===== src/rtl/md_issue_ctrl_if.sv =====
// Issue-side bundle between the EX stage / mul-div datapath and md_issue_ctrl.
// The master drives the instruction, operands and unit results; the slave
// (the controller) returns start pulses, stall and the write-back result.
interface md_issue_ctrl_if;
   logic        rv32m;
   logic [2:0]  func3;
   logic [4:0]  rs1;
   logic [4:0]  rs2;
   logic [31:0] a;
   logic [31:0] b;
   logic        flush;
   logic        wb_we;
   logic [4:0]  wb_rd;
   logic [31:0] c_mul;
   logic [31:0] c_mulh;
   logic [31:0] c_mulhsu;
   logic [31:0] c_mulu;
   logic [31:0] c_div;
   logic [31:0] c_divu;
   logic [31:0] c_rem;
   logic [31:0] c_remu;
   logic        div_ready;
   logic        start_sdivide;
   logic        start_udivide;
   logic        stall;
   logic [31:0] md_result;
   logic        md_valid;
   logic        fuse;
   logic        md_err;

   modport master (
      output rv32m, func3, rs1, rs2, a, b, flush, wb_we, wb_rd,
             c_mul, c_mulh, c_mulhsu, c_mulu, c_div, c_divu, c_rem, c_remu,
             div_ready,
      input  start_sdivide, start_udivide, stall, md_result, md_valid,
             fuse, md_err
   );

   modport slave (
      input  rv32m, func3, rs1, rs2, a, b, flush, wb_we, wb_rd,
             c_mul, c_mulh, c_mulhsu, c_mulu, c_div, c_divu, c_rem, c_remu,
             div_ready,
      output start_sdivide, start_udivide, stall, md_result, md_valid,
             fuse, md_err
   );
endinterface


===== src/rtl/md_issue_ctrl.sv =====
// RV32M issue controller: zero-latency multiplies and divide special cases,
// a multi-cycle divide sequence (IDLE/START/WAIT/DONE) with timeout, and a
// one-entry quotient/remainder cache so a div/rem pair on the same operands
// only runs the divider once.
module md_issue_ctrl #(
   parameter int MAX_WAIT = 40
) (
   input logic           clk,
   input logic           reset,
   md_issue_ctrl_if.slave bus
);

   localparam int CW = (MAX_WAIT > 1) ? $clog2(MAX_WAIT) : 1;
   localparam logic [CW-1:0] LAST_WAIT = CW'(MAX_WAIT - 1);

   typedef enum logic [1:0] {
      IDLE,
      START,
      WAIT,
      DONE
   } state_t;

   state_t        state;
   state_t        state_nxt;
   logic [CW-1:0] wait_cnt;
   logic [31:0]   q_reg;
   logic [31:0]   r_reg;
   logic          fuse_valid;
   logic [4:0]    fuse_rs1;
   logic [4:0]    fuse_rs2;
   logic          fuse_uns;
   logic          err_reg;

   logic          start_sdivide;
   logic          start_udivide;
   logic          stall;
   logic [31:0]   md_result;
   logic          md_valid;
   logic          fuse;
   logic          md_err;

   logic          is_div;
   logic          uns;
   logic          want_rem;
   logic          div_by_zero;
   logic          sdiv_ovf;
   logic          fuse_hit;
   logic          ready_seen;
   logic          latch_ok;
   logic          latch_to;
   logic          wb_hit;

   assign is_div      = bus.func3[2];
   assign uns         = bus.func3[0];
   assign want_rem    = bus.func3[1];
   assign div_by_zero = (bus.b == '0);
   assign sdiv_ovf    = !uns && (bus.a == 32'h8000_0000) && (bus.b == '1);
   assign fuse_hit    = fuse_valid && (bus.rs1 == fuse_rs1) &&
                        (bus.rs2 == fuse_rs2) && (uns == fuse_uns);
   // div_ready still reflects the previous (idle) divider in the first WAIT cycle
   assign ready_seen  = bus.div_ready && (wait_cnt != '0);
   assign latch_ok    = (state == WAIT) && !bus.flush && ready_seen;
   assign latch_to    = (state == WAIT) && !bus.flush && !ready_seen &&
                        (wait_cnt == LAST_WAIT);
   assign wb_hit      = bus.wb_we && (bus.wb_rd != '0) &&
                        ((bus.wb_rd == fuse_rs1) || (bus.wb_rd == fuse_rs2));

   // State register.
   always_ff @(posedge clk or posedge reset) begin
      if (reset) state <= IDLE;
      else       state <= state_nxt;
   end

   // Counts WAIT cycles; cleared whenever the FSM is anywhere else.
   always_ff @(posedge clk or posedge reset) begin
      if (reset)              wait_cnt <= '0;
      else if (state == WAIT) wait_cnt <= wait_cnt + 1'b1;
      else                    wait_cnt <= '0;
   end

   // Result latch and fuse cache; a fresh fill wins over write-back invalidation.
   always_ff @(posedge clk or posedge reset) begin
      if (reset) begin
         q_reg      <= '0;
         r_reg      <= '0;
         fuse_valid <= 1'b0;
         fuse_rs1   <= '0;
         fuse_rs2   <= '0;
         fuse_uns   <= 1'b0;
         err_reg    <= 1'b0;
      end else if (latch_ok) begin
         q_reg      <= uns ? bus.c_divu : bus.c_div;
         r_reg      <= uns ? bus.c_remu : bus.c_rem;
         fuse_valid <= 1'b1;
         fuse_rs1   <= bus.rs1;
         fuse_rs2   <= bus.rs2;
         fuse_uns   <= uns;
         err_reg    <= 1'b0;
      end else if (latch_to) begin
         fuse_valid <= 1'b0;
         err_reg    <= 1'b1;
      end else if (wb_hit) begin
         fuse_valid <= 1'b0;
      end
   end

   // Next-state and output decode; reset forces every output low immediately.
   always_comb begin
      state_nxt     = state;
      start_sdivide = 1'b0;
      start_udivide = 1'b0;
      stall         = 1'b0;
      md_result     = '0;
      md_valid      = 1'b0;
      fuse          = 1'b0;
      md_err        = 1'b0;
      unique case (state)
         IDLE: begin
            if (bus.rv32m && !bus.flush) begin
               if (!is_div) begin
                  md_valid = 1'b1;
                  unique case (bus.func3[1:0])
                     2'b00:   md_result = bus.c_mul;
                     2'b01:   md_result = bus.c_mulh;
                     2'b10:   md_result = bus.c_mulhsu;
                     default: md_result = bus.c_mulu;
                  endcase
               end else if (div_by_zero) begin
                  md_valid  = 1'b1;
                  md_result = want_rem ? bus.a : '1;
               end else if (sdiv_ovf) begin
                  md_valid  = 1'b1;
                  md_result = want_rem ? '0 : 32'h8000_0000;
               end else if (fuse_hit) begin
                  md_valid  = 1'b1;
                  fuse      = 1'b1;
                  md_result = want_rem ? r_reg : q_reg;
               end else begin
                  stall     = 1'b1;
                  state_nxt = START;
               end
            end
         end
         START: begin
            stall = 1'b1;
            if (bus.flush) begin
               state_nxt = IDLE;
            end else begin
               start_sdivide = !uns;
               start_udivide = uns;
               state_nxt     = WAIT;
            end
         end
         WAIT: begin
            stall = 1'b1;
            if (bus.flush)                        state_nxt = IDLE;
            else if (ready_seen)                  state_nxt = DONE;
            else if (wait_cnt == LAST_WAIT)       state_nxt = DONE;
         end
         DONE: begin
            md_valid  = 1'b1;
            md_err    = err_reg;
            md_result = err_reg ? '0 : (want_rem ? r_reg : q_reg);
            state_nxt = IDLE;
         end
         default: state_nxt = IDLE;
      endcase
      if (reset) begin
         state_nxt     = IDLE;
         start_sdivide = 1'b0;
         start_udivide = 1'b0;
         stall         = 1'b0;
         md_result     = '0;
         md_valid      = 1'b0;
         fuse          = 1'b0;
         md_err        = 1'b0;
      end
   end

   assign bus.start_sdivide = start_sdivide;
   assign bus.start_udivide = start_udivide;
   assign bus.stall         = stall;
   assign bus.md_result     = md_result;
   assign bus.md_valid      = md_valid;
   assign bus.fuse          = fuse;
   assign bus.md_err        = md_err;

endmodule


===== src/flat_wrapper.sv =====
// flat-port wrapper written by rule: the top's interface ports become plain ports
module md_issue_ctrl_flat 
#(
   parameter int MAX_WAIT = 40
)
  (clk, reset, bus_rv32m, bus_func3, bus_rs1, bus_rs2, bus_a, bus_b, bus_flush, bus_wb_we, bus_wb_rd, bus_c_mul, bus_c_mulh, bus_c_mulhsu, bus_c_mulu, bus_c_div, bus_c_divu, bus_c_rem, bus_c_remu, bus_div_ready, bus_start_sdivide, bus_start_udivide, bus_stall, bus_md_result, bus_md_valid, bus_fuse, bus_md_err);
  md_issue_ctrl_if bus_i ();
  input logic clk;
  input logic reset;
  input wire logic [$bits(bus_i.rv32m)-1:0] bus_rv32m;
  input wire logic [$bits(bus_i.func3)-1:0] bus_func3;
  input wire logic [$bits(bus_i.rs1)-1:0] bus_rs1;
  input wire logic [$bits(bus_i.rs2)-1:0] bus_rs2;
  input wire logic [$bits(bus_i.a)-1:0] bus_a;
  input wire logic [$bits(bus_i.b)-1:0] bus_b;
  input wire logic [$bits(bus_i.flush)-1:0] bus_flush;
  input wire logic [$bits(bus_i.wb_we)-1:0] bus_wb_we;
  input wire logic [$bits(bus_i.wb_rd)-1:0] bus_wb_rd;
  input wire logic [$bits(bus_i.c_mul)-1:0] bus_c_mul;
  input wire logic [$bits(bus_i.c_mulh)-1:0] bus_c_mulh;
  input wire logic [$bits(bus_i.c_mulhsu)-1:0] bus_c_mulhsu;
  input wire logic [$bits(bus_i.c_mulu)-1:0] bus_c_mulu;
  input wire logic [$bits(bus_i.c_div)-1:0] bus_c_div;
  input wire logic [$bits(bus_i.c_divu)-1:0] bus_c_divu;
  input wire logic [$bits(bus_i.c_rem)-1:0] bus_c_rem;
  input wire logic [$bits(bus_i.c_remu)-1:0] bus_c_remu;
  input wire logic [$bits(bus_i.div_ready)-1:0] bus_div_ready;
  output wire logic [$bits(bus_i.start_sdivide)-1:0] bus_start_sdivide;
  output wire logic [$bits(bus_i.start_udivide)-1:0] bus_start_udivide;
  output wire logic [$bits(bus_i.stall)-1:0] bus_stall;
  output wire logic [$bits(bus_i.md_result)-1:0] bus_md_result;
  output wire logic [$bits(bus_i.md_valid)-1:0] bus_md_valid;
  output wire logic [$bits(bus_i.fuse)-1:0] bus_fuse;
  output wire logic [$bits(bus_i.md_err)-1:0] bus_md_err;
  assign bus_i.rv32m = bus_rv32m;
  assign bus_i.func3 = bus_func3;
  assign bus_i.rs1 = bus_rs1;
  assign bus_i.rs2 = bus_rs2;
  assign bus_i.a = bus_a;
  assign bus_i.b = bus_b;
  assign bus_i.flush = bus_flush;
  assign bus_i.wb_we = bus_wb_we;
  assign bus_i.wb_rd = bus_wb_rd;
  assign bus_i.c_mul = bus_c_mul;
  assign bus_i.c_mulh = bus_c_mulh;
  assign bus_i.c_mulhsu = bus_c_mulhsu;
  assign bus_i.c_mulu = bus_c_mulu;
  assign bus_i.c_div = bus_c_div;
  assign bus_i.c_divu = bus_c_divu;
  assign bus_i.c_rem = bus_c_rem;
  assign bus_i.c_remu = bus_c_remu;
  assign bus_i.div_ready = bus_div_ready;
  assign bus_start_sdivide = bus_i.start_sdivide;
  assign bus_start_udivide = bus_i.start_udivide;
  assign bus_stall = bus_i.stall;
  assign bus_md_result = bus_i.md_result;
  assign bus_md_valid = bus_i.md_valid;
  assign bus_fuse = bus_i.fuse;
  assign bus_md_err = bus_i.md_err;
  md_issue_ctrl #(.MAX_WAIT(MAX_WAIT)) u_core (.clk(clk), .reset(reset), .bus(bus_i));
endmodule

===== config.mk =====
export PLATFORM = sky130hd
export DESIGN_NAME = md_issue_ctrl_flat
export DESIGN_NICKNAME = d
export VERILOG_FILES = /design/src/rtl/md_issue_ctrl_if.sv /design/src/rtl/md_issue_ctrl.sv /design/src/flat_wrapper.sv
export SDC_FILE = /design/constraint.sdc
export NUM_CORES = 1
export LEC_CHECK = 0
export BUFFER_PORTS_ARGS = -buffer_cell sky130_fd_sc_hd__buf_2
export CAP_MARGIN = 25
export CORE_MARGIN = 10
export CORE_UTILIZATION = 35
export DETAILED_ROUTE_END_ITERATION = 10
export PLACE_DENSITY = 0.65
export SLEW_MARGIN = 25
export SYNTH_ARGS = -nofsm -noshare
export SYNTH_HDL_FRONTEND = slang
export SYNTH_SLANG_ARGS = --single-unit

===== constraint.sdc =====
create_clock -name clk -period 4.3 [get_ports clk]
set_clock_uncertainty 0.2 [all_clocks]
set_input_delay 0.645 -clock clk [delete_from_list [all_inputs] [get_ports clk]]
set_output_delay 0.645 -clock clk [all_outputs]
set_load 0.05 [all_outputs]

# Word-level counts from Yosys, hierarchy flattened
# Index checks and enable logic that the tools add are counted.
# classes
n_addsub,1
eq_ne,19
n_mux,59
n_reduce_logical,26
# ops
cell,count
$mux W32,12
$pmux W32 S3,1
$eq A32 B32 Y1 const B,2
$pmux W32 S2,1
$logic_not A32 Y1,1
$mux W1,31
$eq A5 B5 Y1,4
$mux W2,10
$logic_and A1 B1 Y1,13
$ne A3 B3 Y1 const B,4
$pmux W2 S4,1
$add A6 B1 Y6 const B,1
$eq A2 B2 Y1 const B,3
$eq A6 B6 Y1 const B,1
$mux W6,1
$reduce_and A6 Y1,1
$reduce_bool A6 Y1,1
$ne A5 B4 Y1 const B,1
$reduce_bool A5 Y1,1
$eq A2 B1 Y1 const B,2
$logic_not A2 Y1,2
$pmux W1 S2,2
$logic_not A1 Y1,3
$ne A3 B2 Y1 const B,1
other kinds (5),5
# totals
reg_bits,85
inputBits,344
output_inout_bits,38

# Longest topological paths before layout
# Gate-level depths: netlist of the first run.
# depth
word_depth,11
ltp_mapped,9
mapped_depth_nobuf,8

# Least setup slack after synthesis of the first run
# No wires, ideal clock.
# synth_path
path_kind,input to output
startpoint,input bus_func3[0]
endpoint,output bus_start_udivide
arrival_time_ns,3.377
path_slack_ns,0.078
cell_stages,5
path_buffers,4
path_cell_list,buf_2 buf_2 buf_2 buf_1 nor4bb_1
# synth_between
elab_chain_len,3
# synth_lines
element,line,source
"start, declared",flat_wrapper.sv:11,input wire logic [$bits(bus_i.func3)-1:0] bus_func3;
$mux W1,md_issue_ctrl.sv:146,if (bus.flush) begin
$mux W1,md_issue_ctrl.sv:117,unique case (state)
$mux W1,md_issue_ctrl.sv:168,if (reset) begin
"end, declared",flat_wrapper.sv:29,output wire logic [$bits(bus_i.start_udivide)-1:0] bus_start_udivide;
# No other way between the ends.

# Final worst setup path of the first run
# layout_path
startpoint,input bus_b[11]
endpoint,output bus_md_result[31]
# layout_between
elab_chain_len,8
word_cells_on_any_way,9
cone_classes,eq/ne (1); mux (6); reduce/logical (2)
# layout_lines
element,line,source
"start, declared",flat_wrapper.sv:15,input wire logic [$bits(bus_i.b)-1:0] bus_b;
$eq A32 B32 Y1,md_issue_ctrl.sv:57,assign sdiv_ovf = !uns && (bus.a == 32'h8000_0000) && (bus.b == '1);
$logic_and A1 B1 Y1,md_issue_ctrl.sv:57,
$mux W32,md_issue_ctrl.sv:131,end else if (sdiv_ovf) begin
$mux W32 (*),md_issue_ctrl.sv:128,end else if (div_by_zero) begin
$mux W32 (*),md_issue_ctrl.sv:120,if (!is_div) begin
$mux W32 (*),md_issue_ctrl.sv:119,if (bus.rv32m && !bus.flush) begin
$pmux W32 S2 (*),md_issue_ctrl.sv:117,
$mux W32 (*),md_issue_ctrl.sv:168,
"end, declared",flat_wrapper.sv:31,output wire logic [$bits(bus_i.md_result)-1:0] bus_md_result;
# Mark *: on every way between the ends. The rest lies on a longest branch, timed or not.

==> results of run 1 <==
[cells in the mapped netlist, types with 2 or more instances]
cell	n	area, sq um
mux4_2	32	721
inv_1	9	33.8
nor3_1	8	40.0
ha_1	7	87.6
nand4_1	42	263
clkbuf_1	50	188
a22oi_1	31	233
mux2_2	43	484
nor2b_1	34	213
nor2_1	72	270
xor2_1	5	43.8
a21oi_1	34	170
dfrtp_1	85	2130
and3_1	2	12.5
a31oi_1	2	12.5
o21ai_0	96	480
nand2_1	78	293
nor4_1	12	75.1
or2_2	2	12.5
and2_1	5	31.3
mux2i_1	65	651
nand3_1	6	30.0
buf_1	9	33.8
buf_2	8	40.0
or4_1	4	30.0
nor4b_1	4	35.0
xnor2_1	20	175
o31a_1	2	17.5
[worst reg2reg max path, stage by stage, from the launching register on]
cell	delay, ns
dfrtp_1	0.42
inv_1	0.14
ha_1	0.30
nor2b_1	0.49
nand2_8	0.43
buf_4	0.46
nand2_1	0.11
o21ai_0	0.07
[final timing paths]
check / end / slack [ns] / cells past startpoint
max: bus_md_result[31] / 0.32 / 9
min: u_core.state[0] / 0.21 / 2
max reg2reg: u_core.q_reg[11] / 1.56 / 7
min reg2reg: u_core.r_reg[14] / 0.28 / 2
max in group asynchronous: u_core.q_reg[3] / 2.56 / 3
min in group clk: u_core.r_reg[14] / 0.28 / 2
[cells by family (layout without fill, tap and decap cells)]
group | count (synthesis) | after routing | synth area share (%)
buffers and inverters | 77 | 426 | 4.42
muxes | 140 | 140 | 26.7
AOI/OAI and AO/OA | 173 | 173 | 14.2
other | 0 | 1 | 0
xor gates and xnor gates | 25 | 25 | 3.16
adders and majority gates | 7 | 7 | 1.26
and+or+nand+nor | 276 | 276 | 19.6
DFF | 85 | 85 | 30.7
[final cells by class]
type / count / area share [%]
multi-input combinational: 621 / 48.0
sequential: 85 / 22.5
timing repair buffer: 403 / 22.3
tap: 265 / 3.51
clock buffer: 10 / 2.43
clock inverter: 4 / 0.795
inverter: 9 / 0.371
antenna: 1 / 0.0265
[stage by stage]
stage	instance area (sq um)	power, W	cells	worst slack, ns
4_1_cts	9430	0.00217	1397	0.323
6_report	9440	0.00215	1398	0.322
5_1_grt	9440	0.00225	1398	0.204
3_5_place_dp	9120	0.00134	1383	0.338
3_3_place_gp	9120	0.00134	1383	0.319
2_1_floorplan	6940	0.00109	783	0.0779
[power breakdown]
part	total, W	internal [W]	switching, W
combinational	0.000523	0.000252	0.000271
sequential	0.000805	0.000803	0.00000262
clock	0.000825	0.000503	0.000322
[layer usage]
layer	routed length (microns)	share of wire, %	track usage (%)
met1	11700	39	26.4
met2	15400	52	39.6
met3	2320	7.8	5.98
met4	386	1.3	4.26
met5	40	0.13	0
==> results by group, run 1 <==
Timing
  – Min cycle time layout: slightly below 4 ns
  – Maximum clock frequency: about 250 MHz
  – Setup violations, final: 0
  – Slew at the pin with the worst max-slew slack: 0.843 ns
  – Setup TNS Final: 0 ns
  – Hold_ws: 0.208 ns
  – Headroom to the max-slew limit: 43.8%
  – Final cycle utilization of the critical path: 92.5%
  – Final Hold Fails: 0
  – Max-slew violations: 0
  – RSZ-0062 raised after global routing: false

Placed design
  – Final weighted congestion in routability-driven placement: 0.881
  – Post-DP HPWL: roughly 24000 microns
  – Port Buffers: between 300 and 400

Synthesis
  – Synthesized netlist net count: 1134
  – Count of different cell masters after synthesis: 44
  – Number of warnings issued by yosys: 0
  – Synth Cell Area: 6940 sq um
  – Number of enable-type register cells in the synthesized netlist: 0
  – Number of synthesized register bits: 85
  – Mean instance size in the synthesized netlist: between 8 and 9 sq um
  – Main synth FF type: dfrtp_1
  – Syn Inst Count: 783
  – Async set or reset register ratio after synthesis: 100%
  – Sequential-to-total area share from yosys stat: 30.7%

Setup path
  – Launching point of the worst reg2reg path: u_core.state[0]
  – Crit start category: primary input
  – Setup CP Type: in2out
  – Top cell family by delay on the critical path: simple AND/OR/NAND/NOR gates
  – CP Launch Point: bus_b[11]
  – CP max stage delay: about 0.54 ns
  – CP bufs+invs: 3
  – Critical path data required time: about 3.5 ns
  – Largest fanout on the critical path: 14
  – CP cell instances: buf_2 -> nand4_1 -> or4_1 -> or4_1 -> or3_2 -> buf_4 -> a31oi_1 -> o21a_1 -> buf_2
  – Worst Path Arrival: 3.13 ns
  – Slowest stage cell on the critical path: or3_2
  – Crit. End Element: output port

Floorplan
  – Num ports: around 380
  – Total Die Area: 25900 sq um
  – Vertical extent of the die: 161 microns
  – Core Area: 19500 sq um
  – Number of placement rows: between 50 and 60
  – Width of the die: between 150 and 200 microns
  – Initial core utilization: 35.7%

Clock network
  – Clock sinks: 85
  – Post-CTS repair timing setup buffer count: 0
  – Post-cts sizing count: 0
  – Register clock-pin slew on the reported worst setup and hold paths: 0.06 ns
  – CTS buffer count: 9
  – TritonCTS clock tree: built
  – Largest buffer count on any clock path: 2
  – Root buffer cell: clkbuf_16
  – Clock latency on the worst-skew pair: between 0.3 and 0.4 ns
  – Quantity of hold-fixing buffers added after cts: 0
  – Number of H-tree levels: 3

GRT
  – Antenna violations before repair: 4
  – Total gr overflow: 0
  – Via count of the first global-routing pass: 8005
  – Global-route wire length before repair: 45500 microns
  – GRT Total Usage: 22.3%
  – Pin count of the biggest net entering global routing: roughly 110

Cells and area
  – Area added between synthesis and finish: 36.0%
  – Fraction of final layout cells sized beyond drive strength 1: 44.1%
  – Filler cells: approximately 1900
  – Most common cell after layout, fill and taps aside: buf_2
  – Reg area: 2130 sq um
  – Leading cell types in the layout, fill and taps excluded: buf_2, o21ai_0, dfrtp_1
  – Area occupied by multi-input gates: about 4500 sq um
  – Layout Utilization: 48.5%
  – Final net count: 1480

Route
  – Drt initial violations: 436
  – Total wirelength of the detailed-routed design: between 20000 and 30000 microns
  – Drt wl/cell: 21.3 microns
  – Average via count per standard cell: 5.38
  – Count of unresolved DRC violations after routing: 0
  – Routed vias: 7516
  – Number of routed nets with antenna violations: 0
  – Router iterations before antenna repair: 5

Min path
  – Type of the worst min-delay path: in2async

Status
  – Result of the run: finished clean

Power and ir drop
  – PD cells: 228 nW/um^2
  – Peak VDD IR: between 100 and 150 uV
  – Leak Pwr: 4.59 nW

Job
  – Max-cap violations: 0
Note: power is estimated with default switching activity, not from simulation.
==> inputs of run 2 (changes only) <==
- MAX_ROUTING_LAYER: default -> met4
- clock period: 4.3 -> 5.1 ns (I/O delays scaled with it)
==> results by group, run 2 (synthesis results as in run 1) <==
Cells and area
  – Fraction of final layout cells sized beyond drive strength 1: 43.5% (-0.56 points)
  – Final net count: 1466 (-0.95%)
  – Leading cell types in the layout, fill and taps excluded: buf_2, o21ai_0, dfrtp_1
  – Area added between synthesis and finish: 34.1%
  – Area occupied by multi-input gates: 4520 sq um (-0.19%)
  – Filler cells: 1936 (+1.1%)
  – Most common cell after layout, fill and taps aside: buf_2
  – Reg area: 2130 sq um (unchanged)
  – Layout Utilization: 47.8% (-0.69 points)

Setup path
  – Crit start category: primary input
  – Crit. End Element: output port
  – Critical path data required time: 4.14 ns (+0.69 ns)
  – Largest fanout on the critical path: 23 (+9)
  – Setup CP Type: in2out
  – Worst Path Arrival: 3.85 ns (+0.72 ns)

Floorplan
  – Number of placement rows: 51 (unchanged)
  – Num ports: 382 (unchanged)
  – Core Area: 19500 sq um (unchanged)
  – Vertical extent of the die: 161 microns (unchanged)
  – Total Die Area: 25900 sq um (unchanged)
  – Initial core utilization: 35.7% (unchanged)
  – Width of the die: 161 microns (unchanged)

Power and ir drop
  – Clk pwr share: 36.7% (-1.6 points)
  – Switching power of the nets: 0.000509 W (-14%)
  – Switching power share of the total: 28.9% (+1.3 points)
  – Combinational share of power: 24.7% (+0.4 points)
  – Leak Pwr: 4.53 nW (-1.3%)
  – Peak VDD IR: 131 uV (-11%)
  – Internal power: 0.00125 W (-20%)
  – PD cells: 189 nW/um^2 (-17%)
  – Seq pwr share: 38.6% (+1.2 points)

Job
  – Max-cap violations: 0 (unchanged)

Timing
  – Headroom to the max-slew limit: 36.3% (-7.5 points)
  – Min cycle time layout: between 4 and 5 ns
  – Setup TNS Final: 0 ns (unchanged)
  – RSZ-0062 raised after global routing: false
  – Slew at the pin with the worst max-slew slack: 0.955 ns (+0.112 ns)
  – Setup violations, final: 0 (unchanged)
  – Final Hold Fails: 0 (unchanged)
  – Final cycle utilization of the critical path: 94.4%
  – Max-slew violations: 0 (unchanged)
  – Maximum clock frequency: 208 MHz

Clock network
  – Post-CTS repair timing setup buffer count: 0 (unchanged)
  – CTS buffer count: 9 (unchanged)
  – Clock sinks: 85 (unchanged)
  – TritonCTS clock tree: built
  – Post-cts sizing count: 0 (unchanged)
  – Number of H-tree levels: 3 (unchanged)
  – Root buffer cell: clkbuf_16
  – Clock latency on the worst-skew pair: 0.35 ns (about the same)
  – Largest buffer count on any clock path: 2 (unchanged)
  – Register clock-pin slew on the reported worst setup and hold paths: 0.07 ns (about the same)
  – Quantity of hold-fixing buffers added after cts: 0 (unchanged)

GRT
  – Via count of the first global-routing pass: 7874 (-1.6%)
  – Total gr overflow: 0 (unchanged)
  – Global-route wire length before repair: 45400 microns (-0.38%)
  – Pin count of the biggest net entering global routing: 100 (-5.7%)
  – GRT Total Usage: 22.8% (+0.56 points)
  – Antenna violations before repair: 5 (+1)

Placed design
  – Post-DP HPWL: 24000 microns (+0.11%)
  – Final weighted congestion in routability-driven placement: 0.856 (-2.9%)
  – Port Buffers: 381 (unchanged)

Min path
  – Type of the worst min-delay path: reg2reg

Route
  – Drt initial violations: 529 (+21%)
  – Total wirelength of the detailed-routed design: 30100 microns (+0.98%)
  – Routed vias: 7425 (-1.2%)
  – Average via count per standard cell: 5.35 (-0.57%)
  – Router iterations before antenna repair: 5 (unchanged)
  – Count of unresolved DRC violations after routing: 0 (unchanged)
  – Number of routed nets with antenna violations: 0 (unchanged)
  – Drt wl/cell: 21.7 microns (+1.6%)

Status
  – Result of the run: finished clean
run 2: critical path, stage by stage:
cell and delay, ns:
buf_2 0.12, nor4b_1 0.68, nand4_1 0.29, or4_1 0.47, or3_2 0.71, a31o_2 0.33
a21oi_1 0.17, buf_2 0.30
run 2: path summary, 6_finish.rpt:
path	to	cells past startpoint	slack, ns	start
min	u_core.q_reg[15]	2	0.27	u_core.q_reg[15]
min in group asynchronous	u_core.state[0]	2	0.30	reset
max reg2reg	u_core.q_reg[0]	7	2.21	u_core.state[0]
max	bus_md_valid	8	0.29	bus_a[19]
min reg2reg	u_core.q_reg[15]	2	0.27	u_core.q_reg[15]
max in group asynchronous	u_core.q_reg[5]	3	3.27	reset
run 2: power by group through the flow:
| stage | registers [W] | clock network (W) | logic [W] |
|---|---|---|---|
| detailed placement | 0.000692 | 0 | 0.000437 |
| finish | 0.000679 | 0.000647 | 0.000435 |
| global placement | 0.000692 | 0 | 0.000433 |
| floorplan | 0.000691 | 0 | 0.000229 |
| CTS | 0.000679 | 0.000657 | 0.000438 |
| global route | 0.000679 | 0.000682 | 0.000475 |
run 2: cell type report:
| cell class | count | area share [%] |
|---|---|---|
| Antenna cell | 5 | 0.134 |
| Clock inverter | 3 | 0.215 |
| Clock buffer | 12 | 2.86 |
| Multi-Input combinational cell | 621 | 48.6 |
| Sequential cell | 85 | 22.9 |
| Timing Repair Buffer | 389 | 21.4 |
| Tap cell | 265 | 3.56 |
| Inverter | 9 | 0.377 |
run 2: layer usage:
layer | part of all wire [%] | GRT usage [%] | up-vias
met3 | 6.2 | 5.24 | 28
met1 | 41 | 26.6 | 3538
met5 | 0 | - | -
li1 | - | - | 3544
met2 | 51 | 39.2 | 315
met4 | 1.7 | 5.38 | 0
run 2: stage by stage:
step                worst slack (ns)  total power (W)  cells  hold WS (ns)  area, sq um
detailed placement             0.361          0.00113   1369         0.265         9000
global route                   0.252          0.00184   1389         0.295         9300
CTS                            0.354          0.00177   1384         0.279         9290
global placement               0.419          0.00112   1369         0.258         9000
finish                         0.286          0.00176   1389         0.273         9300
floorplan                      0.638         0.000920    783         0.244         6940
